File: config.mk
export PLATFORM = sky130hd
export DESIGN_NAME = alu_pipe
export DESIGN_NICKNAME = d
export VERILOG_FILES = /design/src/rtl/alu_pipe.sv
export SDC_FILE = /design/constraint.sdc
export NUM_CORES = 1
export LEC_CHECK = 0
export ABC_CLOCK_PERIOD_IN_PS = 3750
export CAP_MARGIN = 20
export CORE_MARGIN = 4
export CORE_UTILIZATION = 40
export DETAILED_ROUTE_END_ITERATION = 8
export PLACE_DENSITY = 0.55
export SYNTH_ARGS = -nofsm -noshare
export SYNTH_HDL_FRONTEND = slang
export SYNTH_SLANG_ARGS = --single-unit
File: constraint.sdc
create_clock -name CLK_s -period 3.75 [get_ports CLK_s]
set_input_delay 1.125 -clock CLK_s [delete_from_list [all_inputs] [get_ports CLK_s]]
set_output_delay 1.125 -clock CLK_s [all_outputs]
set_load 0.02 [all_outputs]
File: src/rtl/alu_pipe.sv
// Handshaked ALU: single-cycle ops land in a one-entry output register; MUL runs
// as a WIDTH-step shift-add and is written through the same register.
module alu_pipe #(
  parameter int WIDTH = 16
) (
  input  logic             CLK_s,
  input  logic             RST_s,
  input  logic             Enable,
  input  logic             in_valid,
  output logic             in_ready,
  input  logic [WIDTH-1:0] Data_A,
  input  logic [WIDTH-1:0] Data_B,
  input  logic [3:0]       Opcode,
  output logic             out_valid,
  input  logic             out_ready,
  output logic [WIDTH-1:0] Results,
  output logic [WIDTH-1:0] Results_hi,
  output logic             CF,
  output logic             ZF,
  output logic             NF,
  output logic             VF,
  output logic             ERR
);
  localparam int SW = $clog2(WIDTH);
  localparam int CW = SW + 1;

  localparam logic [3:0] OP_ADD  = 4'h0, OP_SUB = 4'h1, OP_AND = 4'h2, OP_OR  = 4'h3;
  localparam logic [3:0] OP_XOR  = 4'h4, OP_NOT = 4'h5, OP_SHL = 4'h6, OP_SHR = 4'h7;
  localparam logic [3:0] OP_SRA  = 4'h8, OP_ADC = 4'h9, OP_CMP = 4'hA, OP_MUL = 4'hB;
  localparam logic [3:0] OP_PASS = 4'hC;

  typedef enum logic [1:0] {S_IDLE, S_MUL, S_WRITE} state_t;

  function automatic logic add_ovf(input logic signed [WIDTH-1:0] a, b, s);
    return (a[WIDTH-1] == b[WIDTH-1]) && (s[WIDTH-1] != a[WIDTH-1]);
  endfunction

  function automatic logic sub_ovf(input logic signed [WIDTH-1:0] a, b, d);
    return (a[WIDTH-1] != b[WIDTH-1]) && (d[WIDTH-1] != a[WIDTH-1]);
  endfunction

  state_t                state_q, state_d;
  logic                  carry_q;
  logic [CW-1:0]         cnt_q;
  logic [WIDTH-1:0]      mcand_p0;
  logic [2*WIDTH-1:0]    prod_p0;
  logic [WIDTH:0]        step_w;
  logic                  out_free, accept, ld_single, ld_mul;

  logic [SW-1:0]         amt;
  logic                  cin;
  logic [WIDTH:0]        sum_w, dif_w, shl_w, shr_w;
  logic signed [WIDTH:0] a_ext_s, sra_w;
  logic [WIDTH-1:0]      res_c, flag_v;
  logic                  cf_c, zf_c, nf_c, vf_c, err_c;

  // Stage p0: single-cycle operation decode
  always_comb begin
    amt     = Data_B[SW-1:0];
    cin     = (Opcode == OP_ADC) ? carry_q : 1'b0;
    sum_w   = {1'b0, Data_A} + {1'b0, Data_B} + {{WIDTH{1'b0}}, cin};
    dif_w   = {1'b0, Data_A} - {1'b0, Data_B};
    // Shifts run one bit wider so the last bit shifted out falls into the spare bit
    shl_w   = {1'b0, Data_A} << amt;
    shr_w   = {Data_A, 1'b0} >> amt;
    a_ext_s = {Data_A, 1'b0};
    sra_w   = a_ext_s >>> amt;
    res_c   = '0;
    cf_c    = 1'b0;
    vf_c    = 1'b0;
    err_c   = 1'b0;
    case (Opcode)
      OP_ADD, OP_ADC: begin
        res_c = sum_w[WIDTH-1:0];
        cf_c  = sum_w[WIDTH];
        vf_c  = add_ovf(Data_A, Data_B, sum_w[WIDTH-1:0]);
      end
      OP_SUB, OP_CMP: begin
        res_c = (Opcode == OP_SUB) ? dif_w[WIDTH-1:0] : '0;
        cf_c  = dif_w[WIDTH];
        vf_c  = sub_ovf(Data_A, Data_B, dif_w[WIDTH-1:0]);
      end
      OP_AND:  res_c = Data_A & Data_B;
      OP_OR:   res_c = Data_A | Data_B;
      OP_XOR:  res_c = Data_A ^ Data_B;
      OP_NOT:  res_c = ~Data_A;
      OP_SHL: begin
        res_c = shl_w[WIDTH-1:0];
        cf_c  = shl_w[WIDTH];
      end
      OP_SHR: begin
        res_c = shr_w[WIDTH:1];
        cf_c  = shr_w[0];
      end
      OP_SRA: begin
        res_c = sra_w[WIDTH:1];
        cf_c  = sra_w[0];
      end
      OP_PASS: res_c = Data_B;
      OP_MUL:  res_c = '0;
      default: err_c = 1'b1;
    endcase
    flag_v = (Opcode == OP_CMP) ? dif_w[WIDTH-1:0] : res_c;
    zf_c   = !err_c && (flag_v == '0);
    nf_c   = flag_v[WIDTH-1];
  end

  always_comb begin
    state_d  = state_q;
    in_ready = 1'b0;
    out_free = !out_valid || out_ready;
    case (state_q)
      S_IDLE: begin
        in_ready = Enable && out_free;
        if (in_valid && in_ready && Opcode == OP_MUL) state_d = S_MUL;
      end
      S_MUL:   if (Enable && cnt_q == CW'(1)) state_d = S_WRITE;
      S_WRITE: if (out_free) state_d = S_IDLE;
      default: state_d = S_IDLE;
    endcase
  end

  assign accept    = in_valid && in_ready;
  assign ld_single = accept && (Opcode != OP_MUL);
  assign ld_mul    = (state_q == S_WRITE) && out_free;
  assign step_w    = {1'b0, prod_p0[2*WIDTH-1:WIDTH]} +
                     (prod_p0[0] ? {1'b0, mcand_p0} : {(WIDTH+1){1'b0}});

  always_ff @(posedge CLK_s or posedge RST_s) begin
    if (RST_s) begin
      state_q <= S_IDLE;
      cnt_q   <= '0;
    end else begin
      state_q <= state_d;
      if (accept && Opcode == OP_MUL) cnt_q <= CW'(WIDTH);
      else if (state_q == S_MUL && Enable) cnt_q <= cnt_q - CW'(1);
    end
  end

  // Stage p1: iterative multiply, low half of prod_p0 starts as the multiplier
  always_ff @(posedge CLK_s) begin
    if (accept && Opcode == OP_MUL) begin
      mcand_p0 <= Data_A;
      prod_p0  <= {{WIDTH{1'b0}}, Data_B};
    end else if (state_q == S_MUL && Enable) begin
      prod_p0  <= {step_w, prod_p0[WIDTH-1:1]};
    end
  end

  // Stage p2: output register
  always_ff @(posedge CLK_s or posedge RST_s) begin
    if (RST_s) begin
      out_valid  <= 1'b0;
      Results    <= '0;
      Results_hi <= '0;
      {CF, ZF, NF, VF, ERR} <= '0;
      carry_q    <= 1'b0;
    end else if (ld_single) begin
      out_valid  <= 1'b1;
      Results    <= res_c;
      Results_hi <= '0;
      {CF, ZF, NF, VF, ERR} <= {cf_c, zf_c, nf_c, vf_c, err_c};
      carry_q    <= cf_c;
    end else if (ld_mul) begin
      out_valid  <= 1'b1;
      Results    <= prod_p0[WIDTH-1:0];
      Results_hi <= prod_p0[2*WIDTH-1:WIDTH];
      CF         <= |prod_p0[2*WIDTH-1:WIDTH];
      ZF         <= (prod_p0 == '0);
      NF         <= prod_p0[WIDTH-1];
      VF         <= 1'b0;
      ERR        <= 1'b0;
      carry_q    <= |prod_p0[2*WIDTH-1:WIDTH];
    end else if (out_ready) begin
      out_valid  <= 1'b0;
    end
  end

endmodule
# [Yosys cells after proc, flatten, opt, wreduce, memory -nomap -nowiden]
# Cells that the tools add are included.
[classes] muxes=33 eq_ne=23 bitwise=4 shift=3 n_addsub=5 n_reduce_logical=26
[op_table] cell="16-bit case mux with 10 select lines" n=1
[op_table] cell="16-bit 2-to-1 mux" n=9
[op_table] cell="16-bit by 16-bit adder with 17-bit output" n=2
[op_table] cell="32-bit zero test" n=1
[op_table] cell="4-bit == test, second input constant" n=5
[op_table] cell="17-bit by 1-bit adder with 17-bit output" n=1
[op_table] cell="16-bit by 4-bit left shift with 17-bit output" n=1
[op_table] cell="17-bit by 4-bit right shift with 17-bit output" n=1
[op_table] cell="17-bit by 4-bit >>> shifter with 17-bit output" n=1
[op_table] cell="16-bit by 16-bit subtractor with 17-bit output" n=1
[op_table] cell="16-bit bitwise AND" n=1
[op_table] cell="4-bit by 3-bit == test with 1-bit output, second input constant" n=4
[op_table] cell="16-bit zero test" n=1
[op_table] cell="16-bit NOT" n=1
[op_table] cell="16-bit OR" n=1
[op_table] cell="16-bit OR reduction" n=1
[op_table] cell="16-bit XOR" n=1
[op_table] cell="1-bit 2-to-1 mux" n=15
[op_table] cell="13-bit OR reduction" n=1
[op_table] cell="1-bit logical AND" n=12
[op_table] cell="5-bit 2-to-1 mux" n=2
[op_table] cell="4-bit by 2-bit == test with 1-bit output, second input constant" n=2
[op_table] cell="2-bit 2-to-1 mux" n=3
[op_table] cell="2-bit inequality test, second input constant" n=3
[op_table] cell="19 further kinds" n=23
[totals] in_bits=41 register_bits=93 output_inout_bits=39

# [Logic depth before layout (Yosys ltp)]
[depth] ltp_word=8 mapped_depth=16

# [Worst setup path after synthesis]
# Ideal clock, no wire load.
[synth_path] kind="input -> register" startpoint="input Data_B[1]" endpoint="register ZF" arrival_ns=4.352 setup_slack_ns=-0.694 path_buffers=3 cell_stages=14 required_time_ns=3.658 setup_ns=0.092 path_cell_list="buf_2 inv_1 buf_2 buf_1 ha_1 nor2b_1 o31ai_1 a21oi_1 a31o_1 a221o_1 a2111oi_0 and4_1 o2111ai_1 o31ai_2"
[synth_via] elab_chain_len=7 word_cells_on_any_way=15 cone_classes="add/sub (3); shift (3); mux (4); bitwise (3); reduce/logical (2)"
[synth_lines] element="from (decl)" line_no="12" text="input logic [WIDTH-1:0] Data_B,"
[synth_lines] element="16-bit by 16-bit adder with 17-bit output or 16-bit by 16-bit subtractor with 17-bit output (tied branches)" line_no="61, 62"
[synth_lines] element="17-bit by 1-bit adder with 17-bit output or 16-bit 2-to-1 mux (tied branches)" line_no="61, 79"
[synth_lines] element="16-bit case mux with 10 select lines" line_no="72" text="case (Opcode)"
[synth_lines] element="16-bit 2-to-1 mux *" line_no="103" text="flag_v = (Opcode == OP_CMP) ? dif_w[WIDTH-1:0] : res_c;"
[synth_lines] element="16-bit zero test *" line_no="104" text="zf_c = !err_c && (flag_v == '0);"
[synth_lines] element="1-bit logical AND *" line_no="104"
[synth_lines] element="1-bit 2-to-1 mux *" line_no="158" text="end else if (ld_single) begin"
[synth_lines] element="to (signal assigned)" line_no="162" text="{CF, ZF, NF, VF, ERR} <= {cf_c, zf_c, nf_c, vf_c, err_c};"
[synth_lines] element="to (signal assigned)" line_no="169" text="ZF <= (prod_p0 == '0);"
[synth_lines] element="to (decl)" line_no="19" text="output logic ZF,"
# Mark *: on every way between the ends. The rest lies on a longest branch, timed or not.
# A chain may end at the register's enable or synchronous reset.

# [Final worst setup path]
[layout_path] startpoint="input Data_B[5]" endpoint="register ZF"
# The elaborated chain is that of the path after synthesis.

==> out/qor.yml <==
status:
  status: "finished with violations"
  violations: "negative setup slack"
die:
  fp.dieArea_um2: 26500
  num_rows: 56
  die_h_um: 163
  die_w_um: 163
  initial_core_util_pct: 40.8
  core_area_um2: 23500
  ios: 80
critical_path:
  startpoint: "Data_B[5]"
  reg2reg_from: "CF"
  start_kind: "primary input"
  r2r_end: "NF"
  crit_type: "in2reg"
  arrival_ns: 4.07
  end_kind: "register"
  reg2reg_slack_ns: 0.42
  ff2ff_path_depth: 14
  worstPathCellList: "clkdlybuf4s50_1 -> buf_4 -> ha_2 -> buf_4 -> a211oi_4 -> a2111oi_4 -> buf_4 -> a211o_1 -> buf_4 -> a211o_1 -> nand2_2 -> and4_4 -> o2111ai_4 -> o31ai_2"
  critPathMaxStageDelay_ns: 0.44
  crit_required_ns: 4.01
  crit_fanout: 4
  critical_path_depth: 14
  cp-endpoint: "ZF"
  crit_family: "compound AO/OA/AOI/OAI gates"
  critPathBufInv: 5
  crit_path_top_delay_cell: "clkdlybuf4s50_1"
  cpMostUsedCell: "buf_4"
clock_network:
  clk_pin_slew_ns: 0.08
  tritoncts: "done"
  clock-root-buffer: "clkbuf_16"
  cts_made_buffers: 9
  cts.sinks: 93
  clockBufferDepth: 2
  h-tree-depth: 3
  clkLatencyLatePin_ns: 0.36
cells_and_area:
  final_area_um2: 13800
  drive_gt1_share_pct: 32.4
  diodes: 0
  layout_common_cells: "buf_4, nand2_1, nor2_1"
  nets: 1627
  final_common_cell: "buf_4"
  area_growth_pct: 43.9
  final_core_util_pct: 58.7
grt:
  antenna_found_initial: 0
  grt_max_degree: 33
  grt_pass1_vias: 10100
  overflow: 0
  grt_first_pass_wirelength_um: 58800
  grt_use_total_pct: 28.4
power:
  powerDensity_nw_per_um2: 392
  p_leak_uw: 0.00598
  vdd_drop_max_mv: 0.251
sta:
  drv_slew: 0
  setup_ws_ns: -0.0585
  setup_violations: 1
  period_needed_ns: 3.81
  fmax_mhz: 263
  fin_skew_ns: 0.0158
  period_share_pct: 102
  whs_ns: 0.505
  worst_slew_pin_slew_ns: 0.771
  rsz0062_at_grt: "yes"
  hold_viol: 0
  max_slew_margin_pct: 48.5
yosys:
  synthAdderAreaFrac_pct: 9.60
  synth-compound-area-share_pct: 24.9
  ys_ff_latch: 93
  synth.distinct_cells: 96
  synth-main-ff-cell: "dfrtp_1"
  synthSimpleGateAreaFrac_pct: 22.2
  synthArstFlopShare_pct: 48.4
  synthXorXnorAreaFrac_pct: 2.75
  syn-cell-area_um2: 9570
  synth_seq_area_share_pct: 25.2
  post_synth.cell_area_avg_um2: 8.14
  synth_top_family_by_area: "compound AO/OA/AOI/OAI gates"
  synth-edff-count: 32
  netlist_instances: 1176
  ys_warn_count: 0
  synth_mux_area_share_pct: 8.30
  synth_nets: 1288
placement:
  dp_hpwl_um: 30300
  gp_congestion: 0.989
  port_buffers: 79
  placed_area_um2: 12700
routing:
  ant_nets: 0
  drc_errors: 0
  routedWlPerCell_um: 20.6
  vias: 10600
  drt_iter0_drc: 1017
  vias_per_cell: 5.76
  first_pass_iters: 5
  routed_wl_um: 37800
hold_path:
  worst_hold_path_type: "reg2reg"
  worstHoldPathCells: 2
flow_run:
  drv_cap: 0
-- report_power, final --
| group | internal [uW] | switching (uW) | total, uW | leakage [uW] |
|---|---|---|---|---|
| clock network | 479 | 466 | 945 | 0.000152 |
| logic | 1330 | 1490 | 2820 | 0.00482 |
| registers | 1360 | 273 | 1640 | 0.00101 |
| total | 3180 | 2220 | 5400 | 0.00598 |
-- synthesized netlist by cell type (10+ instances only) --
master    number  share of area, %
nand4_1       11              0.72
mux2i_1       27               2.8
and3_1        10              0.65
xnor2_1       19               1.7
nand2b_1      18               1.2
nor2_1        89               3.5
a31oi_1       16               1.0
a21oi_1       70               3.7
xor2_1        11               1.0
nor4_1        20               1.3
a211oi_1      10              0.78
dfrtp_1       45                12
edfxtp_1      32                10
dfxtp_1       16               3.3
o211ai_1      18               1.4
inv_1         61               2.4
nand2_1      146               5.7
buf_2         22               1.2
nor3_1        31               1.6
nor2b_1       13              0.85
and2_1        19               1.2
mux4_2        15               3.5
clkbuf_1      46               1.8
ha_1          67               8.8
o21ai_0       78               4.1
a22oi_1       11              0.86
nand3_1       37               1.9
-- logic make-up after synthesis --
group,after synthesis
adders and majority gates,71
buffers and inverters,148
DFF,93
muxes,57
and+or+nand+nor,436
xor gates and xnor gates,30
AOI/OAI and AO/OA,341
-- sequential cells by signal, indices dropped and copies added (netlist names) --
register and flops:
ZF 1, NF 1, cnt_q 5, Results_hi 16, prod_p0 32, mcand_p0 16, state_q 2, VF 1
Results 16, CF 1, out_valid 1, ERR 1
-- area by class of cell --
| cell class | instances | area [um^2] |
|---|---|---|
| Tap cell | 319 | 399 |
| Clock inverter | 7 | 91.3 |
| Multi-Input combinational cell | 935 | 7050 |
| Timing Repair Buffer | 413 | 3360 |
| Sequential cell | 93 | 2410 |
| Fill cell | 2164 | 9700 |
| Clock buffer | 9 | 225 |
| Inverter | 63 | 236 |
-- stage by stage --
step	worst slack, ns	setup TNS [ns]	instances	power, uW
3_5_place_dp	-1.05	-8.02	1802	4300
3_3_place_gp	-0.962	-7.32	1802	4270
5_1_grt	-0.135	-0.390	1839	5750
4_1_cts	-0.0173	-0.0173	1837	5350
6_report	-0.0585	-0.0585	1839	5400
2_1_floorplan	-0.408	-1.23	1176	3130
-- worst min path at each step --
stage                                 to  slack (ns)   startpoint
after global routing       Results_hi[5]        0.53  prod_p0[21]
after floorplan           Results_hi[14]        0.46  prod_p0[30]
after detailed placement  Results_hi[11]        0.49  prod_p0[27]
after CTS                 Results_hi[11]        0.50  prod_p0[27]
after global placement        Results[8]        0.49   Results[8]
final                     Results_hi[11]        0.50  prod_p0[27]
-- routing by layer --
metal | vias up | global-route usage (%) | part of all wire, % | wire [um]
met1 | 5010 | 40.1 | 44 | 16800
met2 | 449 | 44.0 | 44 | 16600
met5 | - | 0 | 0 | 0
met4 | 0 | 9.38 | 3.7 | 1400
met3 | 85 | 5.21 | 7.9 | 3000
li1 | 5044 | - | - | -
-- what timing repair did --
item	4_1_cts	5_1_grt
endpoints found under the setup margin	11	6
resized for setup	117	32
setup buffers	19	2
cloned	0	0
hold buffers	0	0
pin swaps	41	14
-- tightest hold or removal path, stage by stage, from the launching register on --
cell and delay [ns]:
dfxtp_1 0.35, nand2_1 0.07, a21oi_1 0.05
Note: power is estimated with default switching activity, not from simulation.
